## config.mk

```make
export PLATFORM = sky130hd
export DESIGN_NAME = dsp_rms_meter_mc
export DESIGN_NICKNAME = d
export VERILOG_FILES = /design/src/rtl/dsp_pkg.sv /design/src/rtl/int_sqrt_serial.sv /design/src/rtl/dsp_rms_meter_mc.sv
export SDC_FILE = /design/constraint.sdc
export NUM_CORES = 1
export LEC_CHECK = 0
export CAP_MARGIN = 5
export CORE_UTILIZATION = 45
export CTS_CLUSTER_SIZE = 24
export DETAILED_ROUTE_END_ITERATION = 8
export GPL_TIMING_DRIVEN = 1
export SKIP_LAST_GASP = 1
export SLEW_MARGIN = 20
export SYNTH_ARGS = -nofsm -noshare
export SYNTH_HDL_FRONTEND = slang
export SYNTH_SLANG_ARGS = --single-unit
```

## constraint.sdc

```tcl
create_clock -name iCLK -period 3.14 [get_ports iCLK]
set_input_delay 0.314 -clock iCLK [delete_from_list [all_inputs] [get_ports iCLK]]
set_output_delay 0.314 -clock iCLK [all_outputs]
set_load 0.02 [all_outputs]
```

## src/rtl/dsp_pkg.sv

```systemverilog
// Shared DSP definitions: default sample width, audio sample type and the
// state encoding of the serial square-root engine.
package dsp_pkg;

   localparam int DSP_DW = 16;

   typedef logic signed [DSP_DW-1:0] sample_t;

   typedef enum logic [1:0] {
      ST_IDLE = 2'd0,
      ST_LOAD = 2'd1,
      ST_ITER = 2'd2,
      ST_OUT  = 2'd3
   } sqrt_state_e;

endpackage

```

## src/rtl/int_sqrt_serial.sv

```systemverilog
// Bit-serial restoring integer square root: 2*DW-bit radicand, DW-bit root,
// one root bit per cycle, DW+2 cycles from start to done (LOAD, DW x ITER, OUT).
module int_sqrt_serial
   import dsp_pkg::*;
#(
   parameter int DW = DSP_DW
) (
   input  logic            clk,
   input  logic            rst_n,
   input  logic            start_i,
   input  logic [2*DW-1:0] radicand_i,
   output logic            busy_o,
   output logic            done_o,
   output logic [DW-1:0]   root_o
);

   localparam int CW = $clog2(DW);
   localparam int RW = DW + 4;

   sqrt_state_e     state_q, state_d;
   logic [CW-1:0]   cnt_q, cnt_d;
   logic [2*DW-1:0] rad_q, rad_d;
   logic [DW-1:0]   root_q, root_d;
   logic [RW-1:0]   rem_q, rem_d;
   logic [RW-1:0]   remShift, trial;

   always_comb begin
      state_d  = state_q;
      cnt_d    = cnt_q;
      rad_d    = rad_q;
      root_d   = root_q;
      rem_d    = rem_q;
      remShift = (rem_q << 2) | RW'(rad_q[2*DW-1 -: 2]);
      trial    = {2'b00, root_q, 2'b01};

      case (state_q)
         ST_IDLE: begin
            if (start_i) state_d = ST_LOAD;
         end
         ST_LOAD: begin
            rad_d   = radicand_i;
            root_d  = '0;
            rem_d   = '0;
            cnt_d   = '0;
            state_d = ST_ITER;
         end
         ST_ITER: begin
            // Bring down the next two radicand bits and try 4*root+1.
            rad_d = rad_q << 2;
            if (remShift >= trial) begin
               rem_d  = remShift - trial;
               root_d = {root_q[DW-2:0], 1'b1};
            end else begin
               rem_d  = remShift;
               root_d = {root_q[DW-2:0], 1'b0};
            end
            cnt_d = cnt_q + CW'(1);
            if (cnt_q == CW'(DW - 1)) state_d = ST_OUT;
         end
         ST_OUT: begin
            state_d = start_i ? ST_LOAD : ST_IDLE;
         end
         default: state_d = ST_IDLE;
      endcase
   end

   always_ff @(posedge clk or negedge rst_n) begin
      if (!rst_n) begin
         state_q <= ST_IDLE;
         cnt_q   <= '0;
         rad_q   <= '0;
         root_q  <= '0;
         rem_q   <= '0;
      end else begin
         state_q <= state_d;
         cnt_q   <= cnt_d;
         rad_q   <= rad_d;
         root_q  <= root_d;
         rem_q   <= rem_d;
      end
   end

   assign busy_o = (state_q != ST_IDLE);
   assign done_o = (state_q == ST_OUT);
   assign root_o = root_q;

endmodule

```

## src/rtl/dsp_rms_meter_mc.sv

```systemverilog
// Multi-channel windowed RMS meter sharing one serial sqrt engine.
// Optional per-window peak output enabled by macro DSP_RMS_PEAK_HOLD_EN.
module dsp_rms_meter_mc
   import dsp_pkg::*;
#(
   parameter int DW       = DSP_DW,
   parameter int CH       = 2,
   parameter int CHW      = 1,
   parameter int WIN_LOG2 = 10
) (
   input  logic                  iCLK,
   input  logic                  iRST_N,
   input  logic                  iValid,
   input  logic [CHW-1:0]        iCh,
   input  logic signed [DW-1:0]  iIn,
   input  logic                  iClr,
   output logic                  oValid,
   output logic [CHW-1:0]        oCh,
   output logic [DW-1:0]         oRms,
   output logic                  oBusy,
   output logic                  oOvr
`ifdef DSP_RMS_PEAK_HOLD_EN
   ,
   output logic [DW-1:0]         oPeak
`endif
);

   localparam int MW = 2 * DW;
   localparam int AW = MW + WIN_LOG2;
   localparam int FW = (WIN_LOG2 > 0) ? WIN_LOG2 : 1;
   localparam logic [FW-1:0]  FRAME_LAST = FW'((1 << WIN_LOG2) - 1);
   localparam logic [CHW-1:0] CH_LAST    = CHW'(CH - 1);

   logic [AW-1:0]  acc_q [CH];
   logic [AW-1:0]  acc_d [CH];
   logic [AW-1:0]  accSum [CH];
   logic [MW-1:0]  mean_q [CH];
   logic [MW-1:0]  mean_d [CH];
   logic [FW-1:0]  frame_q, frame_d;
   logic [CHW-1:0] k_q, k_d;
   logic           ovr_q, ovr_d;
   logic           oValid_q;
   logic [CHW-1:0] oCh_q;
   logic [DW-1:0]  oRms_q;

   logic [MW-1:0]  sq;
   logic           accept, lastCh, winClose, loadBank, kLast;
   logic           engStart, engBusy, engDone;
   logic [MW-1:0]  radicand;
   logic [DW-1:0]  engRoot;

   // Sign-extending casts make the product the unsigned square of the sample.
   assign sq       = MW'(iIn) * MW'(iIn);
   assign accept   = iValid && ({1'b0, iCh} < (CHW + 1)'(CH));
   assign lastCh   = (iCh == CH_LAST);
   assign winClose = accept && lastCh && (frame_q == FRAME_LAST) && !iClr;
   assign loadBank = winClose && !engBusy;
   assign kLast    = (k_q == CH_LAST);
   assign engStart = loadBank || (engDone && !kLast);

   always_comb begin
      for (int k = 0; k < CH; k++) begin
         accSum[k] = acc_q[k];
         if (accept && (iCh == CHW'(k))) accSum[k] = acc_q[k] + AW'(sq);
         acc_d[k]  = (iClr || winClose) ? '0 : accSum[k];
         mean_d[k] = loadBank ? MW'(accSum[k] >> WIN_LOG2) : mean_q[k];
      end
   end

   always_comb begin
      frame_d = frame_q;
      if (iClr || winClose)    frame_d = '0;
      else if (accept && lastCh) frame_d = frame_q + FW'(1);

      ovr_d = ovr_q;
      if (iClr)                       ovr_d = 1'b0;
      else if (winClose && engBusy)   ovr_d = 1'b1;

      k_d = k_q;
      if (loadBank)     k_d = '0;
      else if (engDone) k_d = kLast ? '0 : k_q + CHW'(1);

      radicand = '0;
      for (int k = 0; k < CH; k++) begin
         if (k_q == CHW'(k)) radicand = mean_q[k];
      end
   end

   int_sqrt_serial #(.DW(DW)) uSqrt (
      .clk        (iCLK),
      .rst_n      (iRST_N),
      .start_i    (engStart),
      .radicand_i (radicand),
      .busy_o     (engBusy),
      .done_o     (engDone),
      .root_o     (engRoot)
   );

   always_ff @(posedge iCLK or negedge iRST_N) begin
      if (!iRST_N) begin
         for (int k = 0; k < CH; k++) begin
            acc_q[k]  <= '0;
            mean_q[k] <= '0;
         end
         frame_q  <= '0;
         k_q      <= '0;
         ovr_q    <= 1'b0;
         oValid_q <= 1'b0;
         oCh_q    <= '0;
         oRms_q   <= '0;
      end else begin
         for (int k = 0; k < CH; k++) begin
            acc_q[k]  <= acc_d[k];
            mean_q[k] <= mean_d[k];
         end
         frame_q  <= frame_d;
         k_q      <= k_d;
         ovr_q    <= ovr_d;
         oValid_q <= engDone;
         if (engDone) begin
            oCh_q  <= k_q;
            oRms_q <= engRoot;
         end
      end
   end

`ifdef DSP_RMS_PEAK_HOLD_EN
   logic [DW-1:0] peak_q [CH];
   logic [DW-1:0] peak_d [CH];
   logic [DW-1:0] peakNew [CH];
   logic [DW-1:0] peakBank_q [CH];
   logic [DW-1:0] peakBank_d [CH];
   logic [DW-1:0] absIn, peakSel;
   logic [DW-1:0] oPeak_q;

   // Two's-complement negation of the most negative sample yields 2^(DW-1) unsigned.
   assign absIn = iIn[DW-1] ? DW'(-iIn) : DW'(iIn);

   always_comb begin
      peakSel = '0;
      for (int k = 0; k < CH; k++) begin
         peakNew[k] = peak_q[k];
         if (accept && (iCh == CHW'(k)) && (absIn > peak_q[k])) peakNew[k] = absIn;
         peak_d[k]     = (iClr || winClose) ? '0 : peakNew[k];
         peakBank_d[k] = loadBank ? peakNew[k] : peakBank_q[k];
         if (k_q == CHW'(k)) peakSel = peakBank_q[k];
      end
   end

   always_ff @(posedge iCLK or negedge iRST_N) begin
      if (!iRST_N) begin
         for (int k = 0; k < CH; k++) begin
            peak_q[k]     <= '0;
            peakBank_q[k] <= '0;
         end
         oPeak_q <= '0;
      end else begin
         for (int k = 0; k < CH; k++) begin
            peak_q[k]     <= peak_d[k];
            peakBank_q[k] <= peakBank_d[k];
         end
         if (engDone) oPeak_q <= peakSel;
      end
   end

   assign oPeak = oPeak_q;
`endif

   assign oValid = oValid_q;
   assign oCh    = oCh_q;
   assign oRms   = oRms_q;
   assign oBusy  = engBusy;
   assign oOvr   = ovr_q;

endmodule

```

==> results.txt <==
The synthesized netlist net count is 3028. After global routing the overflow that remains totals 0. For this run, the slowest stage of the critical path takes 0.59 ns. The flow ran to the end, but the final reports show violations. The critical path buffer and inverter count is 8.

The dominant synthesized flop cell is sky130_fd_sc_hd__dfrtp_1. The slew at the pin closest to its max-slew limit came out at 1.02 ns. The worst setup path is of the input pin to register kind. The final instance area is 31800 sq um. The setup-violating endpoint count in the final report came out at 134.

The number of buffers inserted by port buffering is 40. Timing would allow up to 131 MHz. The number of synthesized flops with an enable pin came out at 0.

The number of buffers between clock root and the deepest sink is 3. The worst register-to-register path ends at mean_q[59]. Pin placement for this block handled 41 I/O pins. The count of nets left with antenna violations once routing finished came out at 0. The worst setup path is launched from an input pin. The die span in x is 231 um. The TritonCTS clock tree is yes. The number of synthesized register bits came out at 250.

In the routed design, unresolved DRC markers number 0. The footprint of the multi-input gates is 17900 sq um. The final layout net count came out at 3492.

The length in cells of the worst reg-to-reg path is 11. The global-route usage over all layers is 0.244. In the final layout, the share of cells above drive strength 1 is 0.318. The max-slew violation count came to 0.

The post-synthesis to final-layout area growth came out at 34.6%. The setup skew after layout is 0.0183 ns. The wire-length estimate of the detail-placed layout is 48.0 mm. The share of the Yosys chip area taken by registers is 0.265. After detailed routing, the number of vias per cell comes to 5.20.

Headroom to the max-slew limit came out at 0.319. After the first detailed-routing iteration, the DRC count stood at 852. The final-report hold violation count is 0. The die footprint is 53400 sq um. Setup repair after global routing could not meet its margin everywhere. In this run the number of H-tree levels came out at 1. For this block, the via count after detailed routing is 19500. The clock sink count came out at 250.

The initial antenna violation count is 0. The slack of the worst reg-to-reg path is 0.15 ns. The core area came out at 51600 sq um. The post-synthesis cell count is 2589. STA classifies the critical path endpoint as a register. The netlist uses 75 different library cells. The sum of routed wire length over all layers came out at 63.6 mm. Of all nets on the critical path, the largest fanout is 5. The number of iterations in the first detailed-routing pass is 7.

Across the run, the number of max-cap violations was 0. The initial core utilization came out at 0.458. In the post-route analysis, the smallest setup slack over all paths is -4.48 ns. The worst min-delay path class is input pin to asynchronous set/reset pin. The register cell area after layout is 6260 sq um. The synthesis warning total came out at 0.

The buffer type at the clock tree root is sky130_fd_sc_hd__clkbuf_16. The required time of the worst setup path is 3.56 ns. The insertion delay of the later-clocked pin in the worst-skew pair came out at 0.57 ns. The pin count of the biggest net entering global routing came out at 81. The worst register-to-register path begins at acc_q[44]. In the final timing run, aggregate negative setup slack is -498.52 ns. The first global-routing pass estimated 107 mm of wire. The floorplan has 83 rows.

The clock-pin slew of the registers on the worst-case setup and hold paths is 0.06 ns. The slowest stage of the critical path is the sky130_fd_sc_hd__fa_2 cell. The mean post-synth cell area came out at 9.12 sq um. Of all flip-flops after synthesis, the portion carrying an async set or reset was 1.00.

The global placer's final weighted congestion is 0.914. Clock tree synthesis inserted a total of 27 buffers. The via count of the first global-routing pass came to 21000. The final period utilization is 2.43. The arrival time of data at the critical path endpoint is 8.04 ns.

Broken down by cell family, the worst path's largest delay share belongs to adder cells. The die extent in y is 231 um. The post-synthesis instance area is 23600 sq um.

The checks that failed: setup timing. Counting I/O delays and the setup requirement, the final critical path takes 7.62 ns. The cell that appears most often on the critical path is sky130_fd_sc_hd__fa_1. The final routed wire length divided by cell count is 16.9 um.

The placed cell area is 28300 sq um. The filler cells instantiated in the layout total 4297.
==> worst register-to-register path, cell delays in order, from the launching register on <==
cell	delay, ns
sky130_fd_sc_hd__dfrtp_1	0.38
sky130_fd_sc_hd__ha_1	0.34
sky130_fd_sc_hd__a31oi_1	0.13
sky130_fd_sc_hd__a221o_1	0.37
sky130_fd_sc_hd__o211ai_4	0.28
sky130_fd_sc_hd__a41oi_2	0.20
sky130_fd_sc_hd__o31a_1	0.29
sky130_fd_sc_hd__buf_6	0.14
sky130_fd_sc_hd__o31a_4	0.36
sky130_fd_sc_hd__nor2b_4	0.16
sky130_fd_sc_hd__xnor2_2	0.12
sky130_fd_sc_hd__o21ai_1	0.07
==> worst max-delay path by stage <==
stage | from | cells past startpoint | slack (ns) | to
2_1_floorplan | iIn[5] | 33 | -4.33 | mean_q[28]
6_report | iIn[9] | 35 | -4.48 | mean_q[60]
5_1_grt | iIn[10] | 35 | -4.74 | mean_q[56]
3_3_place_gp | iIn[4] | 32 | -5.40 | mean_q[56]
4_1_cts | iIn[5] | 34 | -4.47 | mean_q[56]
3_5_place_dp | iIn[4] | 32 | -5.46 | mean_q[56]
==> state kept, by name, indices dropped and copies added (netlist names) <==
signal and cells:
frame_q 10, uSqrt.cnt_q 4, oOvr 1, uSqrt.root_o 16
kLast 1, mean_q 64, acc_q 84, uSqrt.rad_q 32
uSqrt.state_q 2, oRms 16, uSqrt.rem_q 18, oCh 1
oValid 1
==> cell families after synthesis <==
group / after synthesis / share of synthesized area
AO/OA/AOI/OAI: 492 / 0.131
XOR/XNOR: 136 / 0.0504
adder cells (fa/ha/maj): 418 / 0.297
buffers and inverters: 485 / 0.0772
flip-flops: 250 / 0.265
multiplexers: 105 / 0.0470
AND/OR/NAND/NOR: 703 / 0.132
==> through the flow <==
step           utilization  hold slack [ns]  instances  setup slack (ns)
2_1_floorplan            -           0.0184       2589             -4.33
3_3_place_gp         0.549            0.328       3629             -5.40
3_5_place_dp         0.549            0.325       3629             -5.46
4_1_cts              0.595            0.322       3727             -4.47
5_1_grt              0.616            0.348       3753             -4.74
6_report             0.616            0.303       3754             -4.48
==> Yosys cell counts (43+ instances only) <==
| cell | n | area, sq um |
|---|---|---|
| sky130_fd_sc_hd__inv_1 | 378 | 1420 |
| sky130_fd_sc_hd__nand2_1 | 277 | 1040 |
| sky130_fd_sc_hd__dfrtp_1 | 250 | 6260 |
| sky130_fd_sc_hd__fa_1 | 238 | 4760 |
| sky130_fd_sc_hd__nor2_1 | 189 | 709 |
| sky130_fd_sc_hd__ha_1 | 180 | 2250 |
| sky130_fd_sc_hd__o21ai_0 | 136 | 681 |
| sky130_fd_sc_hd__a21oi_1 | 131 | 656 |
| sky130_fd_sc_hd__clkbuf_1 | 100 | 375 |
| sky130_fd_sc_hd__xnor2_1 | 87 | 762 |
| sky130_fd_sc_hd__nand3_1 | 78 | 390 |
| sky130_fd_sc_hd__mux2i_1 | 58 | 581 |
| sky130_fd_sc_hd__xor2_1 | 49 | 429 |
| sky130_fd_sc_hd__mux2_2 | 47 | 529 |
| sky130_fd_sc_hd__a21o_1 | 44 | 330 |
| sky130_fd_sc_hd__and2_1 | 43 | 269 |
==> layout by cell type (no fill, tap or decap), types with 46 or more instances in the layout <==
| cell | instances |
|---|---|
| sky130_fd_sc_hd__buf_4 | 435 |
| sky130_fd_sc_hd__inv_1 | 344 |
| sky130_fd_sc_hd__nand2_1 | 251 |
| sky130_fd_sc_hd__dfrtp_1 | 249 |
| sky130_fd_sc_hd__fa_1 | 230 |
| sky130_fd_sc_hd__nor2_1 | 177 |
| sky130_fd_sc_hd__ha_1 | 134 |
| sky130_fd_sc_hd__o21ai_0 | 87 |
| sky130_fd_sc_hd__a21oi_1 | 80 |
| sky130_fd_sc_hd__xnor2_1 | 63 |
| sky130_fd_sc_hd__nand3_1 | 61 |
| sky130_fd_sc_hd__mux2i_1 | 56 |
| sky130_fd_sc_hd__buf_6 | 56 |
| sky130_fd_sc_hd__o21ai_1 | 52 |
| sky130_fd_sc_hd__mux2_2 | 46 |
==> cell type report <==
class / count / area share
sequential: 250 / 0.197
tap: 680 / 0.0268
inverter: 379 / 0.0450
clock buffer: 39 / 0.0239
multi-input combinational: 1854 / 0.562
timing repair buffer: 541 / 0.142
antenna: 1 / 0.0000787
clock inverter: 10 / 0.00315
==> layer usage <==
layer / wire (um) / part of all wire / GRT usage / vias to the layer above
met5: 0 / 0 / 0 / -
met4: 1160 / 0.018 / 0.0457 / 0
met3: 2100 / 0.033 / 0.0207 / 88
met2: 31200 / 0.49 / 0.419 / 303
met1: 29200 / 0.46 / 0.338 / 9735
li1: - / - / - / 9399
==> what timing repair did <==
item                       4_1_cts  5_1_grt
hold buffers                     1        0
resized for setup              269      196
hold endpoints to repair        66        0
setup endpoints to repair      134      135
pin swaps                      145      164
setup buffers                   55       37
Power is left out: the tool's default activity adds up to more than one toggle a clock period on the data nets, which glitch-free logic cannot reach.
